===== config.mk =====
export PLATFORM = sky130hd
export DESIGN_NAME = bit_count_arbiter
export DESIGN_NICKNAME = d
export VERILOG_FILES = /design/src/rtl/bit_count_arb_pkg.sv /design/src/rtl/bit_count_core.sv /design/src/rtl/bit_count_arbiter.sv
export SDC_FILE = /design/constraint.sdc
export NUM_CORES = 1
export LEC_CHECK = 0
export CAP_MARGIN = 25
export CORE_ASPECT_RATIO = 1.1
export CORE_MARGIN = 3
export CORE_UTILIZATION = 35
export CTS_CLUSTER_SIZE = 40
export DETAILED_ROUTE_END_ITERATION = 8
export GPL_ROUTABILITY_DRIVEN = 1
export MAX_ROUTING_LAYER = met4
export PLACE_DENSITY = 0.62
export SLEW_MARGIN = 5
export SYNTH_ARGS = -nofsm -noshare
export SYNTH_HDL_FRONTEND = slang
export SYNTH_SLANG_ARGS = --single-unit

===== constraint.sdc =====
create_clock -name clk_i -period 3.3 [get_ports clk_i]
set_input_delay 0.66 -clock clk_i [delete_from_list [all_inputs] [get_ports clk_i]]
set_output_delay 0.66 -clock clk_i [all_outputs]
set_load 0.02 [all_outputs]

===== src/rtl/bit_count_arb_pkg.sv =====
`default_nettype none
// ============================================================================
// Module      : bit_count_arb_pkg
// Description : Shared types and helpers for the bit-count arbiter block.
//               - arb_state_t : arbiter FSM state encoding (IDLE, CALC, DONE)
//               - rr_next     : round-robin winner search, starting after 'last'
// Revision    : 1.0 - initial release
// ============================================================================
package bit_count_arb_pkg;

    typedef enum logic [1:0] {
        IDLE = 2'd0,
        CALC = 2'd1,
        DONE = 2'd2
    } arb_state_t;

    // Upper bound on the requester count that rr_next can search.
    localparam int unsigned RR_MAX_N = 32;

    // Returns the first requester with its valid bit set, searching
    // last+1, last+2, ... modulo n. Returns 'last' when nothing is valid.
    // The loop has a constant bound so it unrolls cleanly in hardware.
    function automatic int unsigned rr_next(
        input int unsigned          last,
        input logic [RR_MAX_N-1:0]  val,
        input int unsigned          n
    );
        int unsigned idx;
        logic        found;
        rr_next = last;
        found   = 1'b0;
        for (int unsigned i = 1; i <= RR_MAX_N; i++) begin
            if (i <= n && !found) begin
                // last < n and i <= n, so a single subtraction wraps.
                idx = last + i;
                if (idx >= n) begin
                    idx = idx - n;
                end
                if (val[idx[4:0]]) begin
                    rr_next = idx;
                    found   = 1'b1;
                end
            end
        end
    endfunction

endpackage
`default_nettype wire


===== src/rtl/bit_count_core.sv =====
`default_nettype none
// ============================================================================
// Module      : bit_count_core
// Description : Registered popcount with enable. One cycle of latency; the
//               output holds its value while en_i is low.
// Ports       : clk_i    - clock
//               srst_i   - synchronous active-high reset (clears count)
//               en_i     - register a new count this cycle
//               data_i   - WIDTH-bit word to count
//               count_o  - number of ones, $clog2(WIDTH)+2 bits
// Revision    : 1.0 - initial release
// ============================================================================
module bit_count_core #(
    parameter int unsigned WIDTH = 8
) (
    input  logic                      clk_i,
    input  logic                      srst_i,
    input  logic                      en_i,
    input  logic [WIDTH-1:0]          data_i,
    output logic [$clog2(WIDTH)+1:0]  count_o
);

    localparam int unsigned CNT_W = $clog2(WIDTH) + 2;

    logic [CNT_W-1:0] count_d;
    logic [CNT_W-1:0] count_q;

    always_comb begin
        count_d = '0;
        for (int i = 0; i < int'(WIDTH); i++) begin
            count_d = count_d + CNT_W'(data_i[i]);
        end
    end

    always_ff @(posedge clk_i) begin
        if (srst_i) begin
            count_q <= '0;
        end else if (en_i) begin
            count_q <= count_d;
        end
    end

    assign count_o = count_q;

endmodule
`default_nettype wire


===== src/rtl/bit_count_arbiter.sv =====
`default_nettype none
// ============================================================================
// Module      : bit_count_arbiter
// Description : Round-robin front end sharing one popcount core between
//               REQ_N requesters. The winning word is latched in IDLE,
//               counted in CALC, and presented in DONE until res_rdy_i.
// Ports       : clk_i      - clock
//               srst_i     - synchronous active-high reset
//               req_val_i  - per-requester valid
//               req_data_i - requester k word in [k*WIDTH +: WIDTH]
//               req_rdy_o  - one-hot accept (combinational)
//               res_val_o  - result valid
//               res_data_o - popcount of the accepted word
//               res_id_o   - requester index of the result
//               res_rdy_i  - consumer accepts the result
// Config      : BIT_COUNT_ARB_B2B_EN - when defined, DONE with res_rdy_i
//               also grants a pending request and goes straight to CALC.
// Revision    : 1.0 - initial release
// ============================================================================
module bit_count_arbiter
    import bit_count_arb_pkg::*;
#(
    parameter int unsigned WIDTH = 8,
    parameter int unsigned REQ_N = 4
) (
    input  logic                      clk_i,
    input  logic                      srst_i,
    input  logic [REQ_N-1:0]          req_val_i,
    input  logic [REQ_N*WIDTH-1:0]    req_data_i,
    output logic [REQ_N-1:0]          req_rdy_o,
    output logic                      res_val_o,
    output logic [$clog2(WIDTH)+1:0]  res_data_o,
    output logic [$clog2(REQ_N)-1:0]  res_id_o,
    input  logic                      res_rdy_i
);

    localparam int unsigned ID_W  = $clog2(REQ_N);
    localparam int unsigned CNT_W = $clog2(WIDTH) + 2;

    arb_state_t        state_q;
    logic [ID_W-1:0]   last_q;
    logic [ID_W-1:0]   id_q;
    logic [WIDTH-1:0]  data_q;
    logic              res_val_q;

    logic [WIDTH-1:0]  w_words [REQ_N];
    logic [ID_W-1:0]   w_win;
    logic              w_grant_en;
    logic              w_take;
    logic [CNT_W-1:0]  w_count;

    genvar gi;
    generate
        for (gi = 0; gi < int'(REQ_N); gi++) begin : g_words
            assign w_words[gi] = req_data_i[gi*WIDTH +: WIDTH];
        end
    endgenerate

    assign w_win = ID_W'(rr_next(32'(last_q), RR_MAX_N'(req_val_i), REQ_N));

    // Grant window: IDLE always; DONE only while the result is being taken
    // when back-to-back operation is enabled. Reset masks every grant.
    always_comb begin
        w_grant_en = 1'b0;
        if (!srst_i) begin
            if (state_q == IDLE) begin
                w_grant_en = 1'b1;
            end
`ifdef BIT_COUNT_ARB_B2B_EN
            if (state_q == DONE && res_rdy_i) begin
                w_grant_en = 1'b1;
            end
`endif
        end
    end

    assign w_take    = w_grant_en & (|req_val_i);
    assign req_rdy_o = w_take ? (REQ_N'(1) << w_win) : '0;

    always_ff @(posedge clk_i) begin
        if (srst_i) begin
            state_q   <= IDLE;
            last_q    <= ID_W'(REQ_N - 1);
            id_q      <= '0;
            data_q    <= '0;
            res_val_q <= 1'b0;
        end else begin
            if (w_take) begin
                data_q <= w_words[w_win];
                id_q   <= w_win;
                last_q <= w_win;
            end
            case (state_q)
                IDLE: begin
                    if (w_take) begin
                        state_q <= CALC;
                    end
                end
                CALC: begin
                    state_q   <= DONE;
                    res_val_q <= 1'b1;
                end
                DONE: begin
                    if (res_rdy_i) begin
                        res_val_q <= 1'b0;
`ifdef BIT_COUNT_ARB_B2B_EN
                        state_q   <= w_take ? CALC : IDLE;
`else
                        state_q   <= IDLE;
`endif
                    end
                end
                default: begin
                    state_q <= IDLE;
                end
            endcase
        end
    end

    bit_count_core #(
        .WIDTH (WIDTH)
    ) u_core (
        .clk_i   (clk_i),
        .srst_i  (srst_i),
        .en_i    (state_q == CALC),
        .data_i  (data_q),
        .count_o (w_count)
    );

    assign res_val_o  = res_val_q;
    assign res_data_o = w_count;
    // id_q only changes on a grant, which never happens while a result is
    // being held, so it can drive the output directly.
    assign res_id_o   = id_q;

endmodule
`default_nettype wire


==> impl_metrics.yaml, run 1 <==
synthesis:
  post-synth-top-area-cell: "dfxtp_1"
  yosysWarnings: 0
  synth.avg_cell_area_um2: 9.454
  synth_cell_type_count: 40
  synth_area_mm2: 0.001428
  synth_top_cells_by_count: "mux2i_1 (20), dfxtp_1 (19), inv_1 (17), nor2_1 (15), nand2_1 (9)"
  yosys.area.top_type_share: 0.2664
  ys.flop_type: "dfxtp_1"
  synth_edf_count: 0
  yosysSeqAreaShare: 0.2664
  postSynth.asyncResetShare: 0
  syn-num-nets: 202
  synth_most_common_cell: "mux2i_1"
  netlist_top_cells_area: "dfxtp_1 (27%), mux2i_1 (14%), o221ai_2 (8.4%)"
  synth_cells: 151
  synth-seq-cells: 19
global_route:
  grt_pass1_vias: 1265
  antenna_found_initial: 0
  grt_use_total: 0.1564
  overflow: 0
  grt_max_degree: 13
  grt_pass1_wl_mm: 5.720
power:
  vdd_ir_drop_max_mv: 0.6919
  p_clk_frac: 0.090
  comb_power_share: 0.732
  pwr-share-seq: 0.178
  p_per_area_mw_per_mm2: 880.8
  p_int_mw: 1.029
  total_leakage_power_nw: 0.8905
  p_switching_mw: 0.7885
  p_sw_frac: 0.4339
floorplan:
  coreArea_mm2: 0.003770
  initial_core_util: 0.3787
  die_h_um: 72.99
  dieArea_mm2: 0.004882
  row_count: 23
  ios: 51
  die_w_um: 66.90
timing:
  finalClockSkew_ns: 0.001163
  finalHoldViolations: 0
  fmax_mhz: 310.7
  final-max-slew-violation-count: 0
  fin_crit_sh: 0.9755
  setup_tns_ns: 0
  worstMarginPinSlew_ns: 0.5387
  timing.slew.headroom: 0.6401
  timing.final.crit_period_ns: 3.219
  timing.hold.ws_ns: 0.4681
  setup_violations: 0
cts:
  clockBufferDepth: 2
  cts_setup_buffers: 0
  cts_root_buf: "clkbuf_8"
  cts.sinks: 19
  cts_made_buffers: 3
  cts_tree: "yes"
  cts_hold_buf: 0
  clkLatencyLatePin_ns: 0.26
  clk_pin_slew_worst_paths_ns: 0.07
  htreeDepth: 1
setup_path:
  crit_type: "primary input to output pin"
  crit_slowest_cell: "clkdlybuf4s50_1"
  cp.required_ns: 2.64
  r2r-end: "u_core.count_o[2]$_SDFFE_PP0P_"
  slowest_delay_ns: 0.51
  critPathTopFamily: "buffers and inverters"
  worst-path-stages: 8
  path_cells: "clkdlybuf4s50_1 > mux2i_1 > and2_1 > or2_2 > a31oi_2 > nand3b_1 > nor2_1 > clkdlybuf4s15_1"
  crit_path_end: "req_rdy_o[0]"
  end_kind: "output pin"
  worstSetupStartpoint: "req_val_i[2]"
  critPathArrivalTime_ns: 2.56
  crit_path_start_kind: "primary input"
  r2r_start: "data_q[1]$_SDFFE_PP0P_"
  critPathBufInv: 2
  critPathMaxFanout: 3
  ff2ff_path_depth: 9
  r2r_setup_slack_ns: 0.51
layout:
  utilization: 0.5473
  nNetsFinal: 261
  antenna_cells: 0
  final_layout_size_suffix_gt1_frac: 0.1770
  fin_cells: 259
  area_growth_pct: 44.52
  nFillCells: 356
place:
  io_buffers: 49
  dp.cells: 255
  hpwl_mm: 2.915
  gp_congestion: 0.7986
routing:
  routed_wirelength_mm: 3.497
  drtIter0Drc: 60
  drtAntennaViolNets: 0
  num_vias: 1240
  post-route-drc-count: 0
  dr.pass1.iters: 4
  wl_per_cell_um: 13.50
  via_per_inst: 4.788
worst_hold_path:
  hold_class: "flop to flop"
  worstHoldPathCells: 2
run:
  cap_violations: 0
status:
  outcome: "finished, final reports clean"
-- placed cells by master, fill, tap and decap left out, drive strengths merged, types with 6 or more instances in the layout --
| cell type | instances |
|---|---|
| ha | 8 |
| inv | 18 |
| clkbuf | 6 |
| buf | 13 |
| nor2 | 15 |
| clkdlybuf4s50 | 45 |
| dfxtp | 19 |
| mux2i | 20 |
| o221ai | 8 |
| nand2 | 10 |
-- flip-flops by register name, summed over array words and instances, names as in the netlist --
name            count
data_q              8
u_core.count_o      4
last_q              2
res_id_o            2
state_q             2
res_val_o           1
-- per-layer routing --
layer,track usage,vias to the layer above,wire (um)
met2,0.2566,49,1687
met3,0.04160,8,192
li1,-,638,-
met1,0.1918,545,1564
met5,-,-,0
met4,0.03604,0,52
-- repair_timing --
action                                  4_1_cts  5_1_grt
gates resized for setup                       7        5
pin swaps                                     0        1
endpoints found under the setup margin        4        4
-- cell families after synthesis --
logic type / count (synthesis) / synth area share
adder cells (fa/ha/maj): 12 / 0.1262
buffers and inverters: 26 / 0.08939
AO/OA/AOI/OAI: 29 / 0.1972
flip-flops: 19 / 0.2664
other: 1 / 0.002627
XOR/XNOR: 2 / 0.02542
multiplexers: 22 / 0.1586
AND/OR/NAND/NOR: 40 / 0.1341
-- worst register-to-register path, delay by kind of cell, from the launching register on --
family	cells	cell delay, ns
flip-flops	1	0.33
adder cells (fa/ha/maj)	5	2.01
multiplexers	1	0.13
buffers and inverters	1	0.04
XOR/XNOR	1	0.14
AND/OR/NAND/NOR	1	0.05
-- power groups by stage --
stage               Sequential, mW  Clock [mW]  Combinational, mW
floorplan                    0.352           0               1.01
global placement             0.327           0               1.30
detailed placement           0.330           0               1.33
CTS                          0.326       0.168               1.33
global route                 0.331       0.174               1.45
finish                       0.324       0.163               1.33
-- worst min-delay path by stage --
stage	from	endpoint	slack, ns
after global placement	data_q[4]$_SDFFE_PP0P_	data_q[4]$_SDFFE_PP0P_	0.46
after CTS	data_q[4]$_SDFFE_PP0P_	data_q[4]$_SDFFE_PP0P_	0.47
final	data_q[4]$_SDFFE_PP0P_	data_q[4]$_SDFFE_PP0P_	0.47
after global routing	u_core.count_o[3]$_SDFFE_PP0P_	u_core.count_o[3]$_SDFFE_PP0P_	0.50
after detailed placement	data_q[4]$_SDFFE_PP0P_	data_q[4]$_SDFFE_PP0P_	0.45
after floorplan	data_q[2]$_SDFFE_PP0P_	data_q[2]$_SDFFE_PP0P_	0.44
-- final cells by class --
class | instances | area [um^2] | area share
clock buffers | 4 | 45.04 | 0.02183
inverters | 18 | 67.56 | 0.03275
multi-input cells | 106 | 930.9 | 0.4512
flip-flops and latches | 19 | 380.4 | 0.1844
well taps | 50 | 62.56 | 0.03032
repair buffers | 62 | 576.8 | 0.2796
-- stage by stage --
step	power (mW)	cell area, um^2	setup slack, ns
final	1.817	2063	0.08095
after global routing	1.960	2063	-0.005407
after CTS	1.826	2066	0.005679
after detailed placement	1.664	2018	-0.2646
after global placement	1.626	2018	-0.2481
after floorplan	1.361	1428	0.3581
No activity file was read; power rests on OpenSTA's default activity.
==> run 2, diff against run 1 <==
Settings changed: SLEW_MARGIN 5 to unset.
==> results of run 2 <==
Final layout, timing and power as in run 1 (identical DEF).
==> run 3, diff against run 2 <==
Settings changed: PLACE_DENSITY 0.62 to 0.63, SETUP_SLACK_MARGIN set to 0.2, SYNTH_HIERARCHICAL set to 1.
==> run 3 against run 2 <==
Utilization is 2.5 points higher. Wire length is 0.26% higher. Total power is 4.5% higher. Synthesized area is 4.9% lower. Sequential share of layout area is 0.29 points lower. Synthesized cell count is 4.6% lower. Cell area is 2.2% higher. Die area is 4.5% lower.
==> impl_metrics.yaml, run 3 <==
status:
  outcome: "finished, final reports clean"
setup_path:
  crit_type: "primary input to output pin"
  cp.required_ns: 2.64
  end_kind: "output pin"
  critPathArrivalTime_ns: 2.43
  crit_path_start_kind: "primary input"
  critPathMaxFanout: 3
  critPathTopFamily: "simple AND/OR/NAND/NOR gates"
  path_cells: "clkdlybuf4s15_1 > mux4_2 > nand2_2 > or4b_1 > o21a_2 > nand2b_4 > nor2_4 > buf_6"
  slowest_delay_ns: 0.49
  critPathBufInv: 2
  crit_slowest_cell: "mux4_2"
cts:
  cts.sinks: 19
  clkLatencyLatePin_ns: 0.26
  cts_made_buffers: 3
  htreeDepth: 1
  cts_root_buf: "clkbuf_8"
  clockBufferDepth: 2
  clk_pin_slew_worst_paths_ns: 0.07
  cts_tree: "yes"
synthesis:
  yosys.area_share.simple: 0.1770
  synthAdderAreaFrac: 0.1327
  synth_compound_area_frac: 0.1401
  synth_top_family_by_area: "simple AND/OR/NAND/NOR gates"
  synth_cell_type_count: 39
  yosysWarnings: 6
  synth.avg_cell_area_um2: 9.427
  yosysSeqAreaShare: 0.2802
  netlist_top_cells_area: "dfxtp_1 (28%), mux2i_1 (15%), ha_1 (7.4%)"
  synth_xor_area_frac: 0.01290
  synth_cells: 144
  synth_most_common_cell: "mux2i_1"
  ys.flop_type: "dfxtp_1"
  postSynth.asyncResetShare: 0
  synth_top_cells_by_count: "mux2i_1 (20), dfxtp_1 (19), inv_1 (14), nor2_1 (10)"
  synth_area_mm2: 0.001358
  post-synth-top-area-cell: "dfxtp_1"
  yosys.area.top_type_share: 0.2802
  syn-num-nets: 195
  synth-seq-cells: 19
  synth_mux_area_frac: 0.1641
  synth_edf_count: 0
floorplan:
  die_w_um: 65.38
  die_h_um: 71.32
  dieArea_mm2: 0.004663
  initial_core_util: 0.3685
  coreArea_mm2: 0.003684
  ios: 51
  row_count: 23
routing:
  dr.pass1.iters: 4
  num_vias: 1295
  post-route-drc-count: 0
  wl_per_cell_um: 13.48
  drtAntennaViolNets: 0
  drtIter0Drc: 23
  routed_wirelength_mm: 3.506
  via_per_inst: 4.981
timing:
  fin_crit_sh: 0.9372
  setup_ws_ns: 0.2072
  finalHoldViolations: 0
  fmax_mhz: 323.3
  timing.slew.headroom: 0.6627
  final-max-slew-violation-count: 0
  setup_violations: 0
  worstMarginPinSlew_ns: 0.5049
  rsz0062_at_grt: "true"
  timing.final.crit_period_ns: 3.093
  finalClockSkew_ns: 0.004770
layout:
  antenna_cells: 0
  final_common_cell: "clkdlybuf4s50_1"
  nFillCells: 380
  final_cell_mix: "clkdlybuf4s50_1 (41), mux2i_1 (20), buf_4 (19)"
  regMostFlops: "data_q"
  area_growth_pct: 55.39
  nNetsFinal: 262
  largest_reg_flops: 8
  final_layout_size_suffix_gt1_frac: 0.2429
  utilization: 0.5727
  fin_cells: 260
global_route:
  use_met2: 0.2992
  grt_use_total: 0.1638
  antenna_found_initial: 0
  grt_max_degree: 21
  overflow: 0
  grt_pass1_vias: 1320
  met3_usage: 0.03448
  grtUsageMet1: 0.1756
  globalRoute.busiestLayer: "met2"
  grt_pass1_wl_mm: 5.816
power:
  p_per_area_mw_per_mm2: 900.5
  vdd_ir_drop_max_mv: 0.3431
  total_leakage_power_nw: 0.9112
place:
  gp_congestion: 0.7938
  place_ws_ns: -0.5884
  dp.cells: 255
  hpwl_mm: 2.795
  io_buffers: 49
run:
  cap_violations: 0
worst_hold_path:
  hold_class: "flop to flop"
==> run 3: cell types whose count changed in the layout (fill, tap and decap cells not counted), moves of 3 or more <==
cell,before,now
a21oi_1,3,7
o221ai_2,8,1
nor2_1,15,7
nand3b_1,1,8
buf_4,13,19
o21ai_0,4,0
buf_6,0,3
inv_1,17,11
o221ai_1,0,8
clkdlybuf4s50_1,45,41
buf_2,0,3
==> run 3: what timing repair did <==
| item | in CTS | in global routing |
|---|---|---|
| gates resized for setup | 40 | 7 |
| setup buffers | 1 | 0 |
| pin swaps | 6 | 4 |
| hold buffers | 0 | 0 |
| setup endpoints to repair | 4 | 4 |
==> run 3: through the flow <==
step / TNS, ns / cell area (um^2) / power (mW) / hold slack, ns
2_1_floorplan: 0 / 1365 / 1.233 / 0.4666
3_3_place_gp: -2.024 / 2006 / 1.597 / 0.4529
3_5_place_dp: -2.169 / 2006 / 1.622 / 0.4539
4_1_cts: 0 / 2106 / 1.898 / 0.4642
5_1_grt: 0 / 2110 / 2.065 / 0.5029
6_report: 0 / 2110 / 1.900 / 0.4594
==> run 3: per-layer routing <==
metal,up-vias,part of all wire
li1,646,-
met1,613,0.38
met2,32,0.56
met3,4,0.047
met4,0,0.012
met5,-,0
==> run 3: report_power, final <==
| part | internal (mW) | switching (mW) |
|---|---|---|
| Clock | 0.0854 | 0.0853 |
| Combinational | 0.720 | 0.670 |
| Sequential | 0.298 | 0.0408 |
| Total | 1.10 | 0.797 |
==> run 3: tightest hold or removal path: stages, from the launching register on <==
cell and delay, ns:
dfxtp_1 0.31, nand2_1 0.05, a21oi_1 0.05
==> run 3: path summary, 6_finish.rpt <==
kind	startpoint	end	slack [ns]	cells after the start
min	res_id_o[0]$_SDFFE_PP0P_	res_id_o[0]$_SDFFE_PP0P_	0.46	2
min reg2reg	res_id_o[0]$_SDFFE_PP0P_	res_id_o[0]$_SDFFE_PP0P_	0.46	2
max	req_val_i[0]	req_rdy_o[1]	0.21	8
max reg2reg	last_q[1]$_SDFFE_PP1P_	data_q[1]$_SDFFE_PP0P_	0.75	13
==> run 3: area by class of cell <==
| class | count | area [um^2] | share of cell area |
|---|---|---|---|
| multi-input cells | 104 | 929.6 | 0.4407 |
| clock inverters | 1 | 7.507 | 0.003559 |
| inverters | 14 | 52.55 | 0.02491 |
| well taps | 50 | 62.56 | 0.02966 |
| flip-flops and latches | 19 | 382.9 | 0.1815 |
| repair buffers | 69 | 633.1 | 0.3001 |
| clock buffers | 3 | 41.29 | 0.01957 |
==> run 3: cell families (layout without fill, tap and decap cells) <==
family / after synthesis / in the layout
simple gates: 42 / 42
compound gates: 26 / 26
mux: 21 / 21
buf+inv: 21 / 87
flops: 19 / 19
fa+ha+maj: 12 / 12
xor+xnor: 2 / 2
other cells: 1 / 1
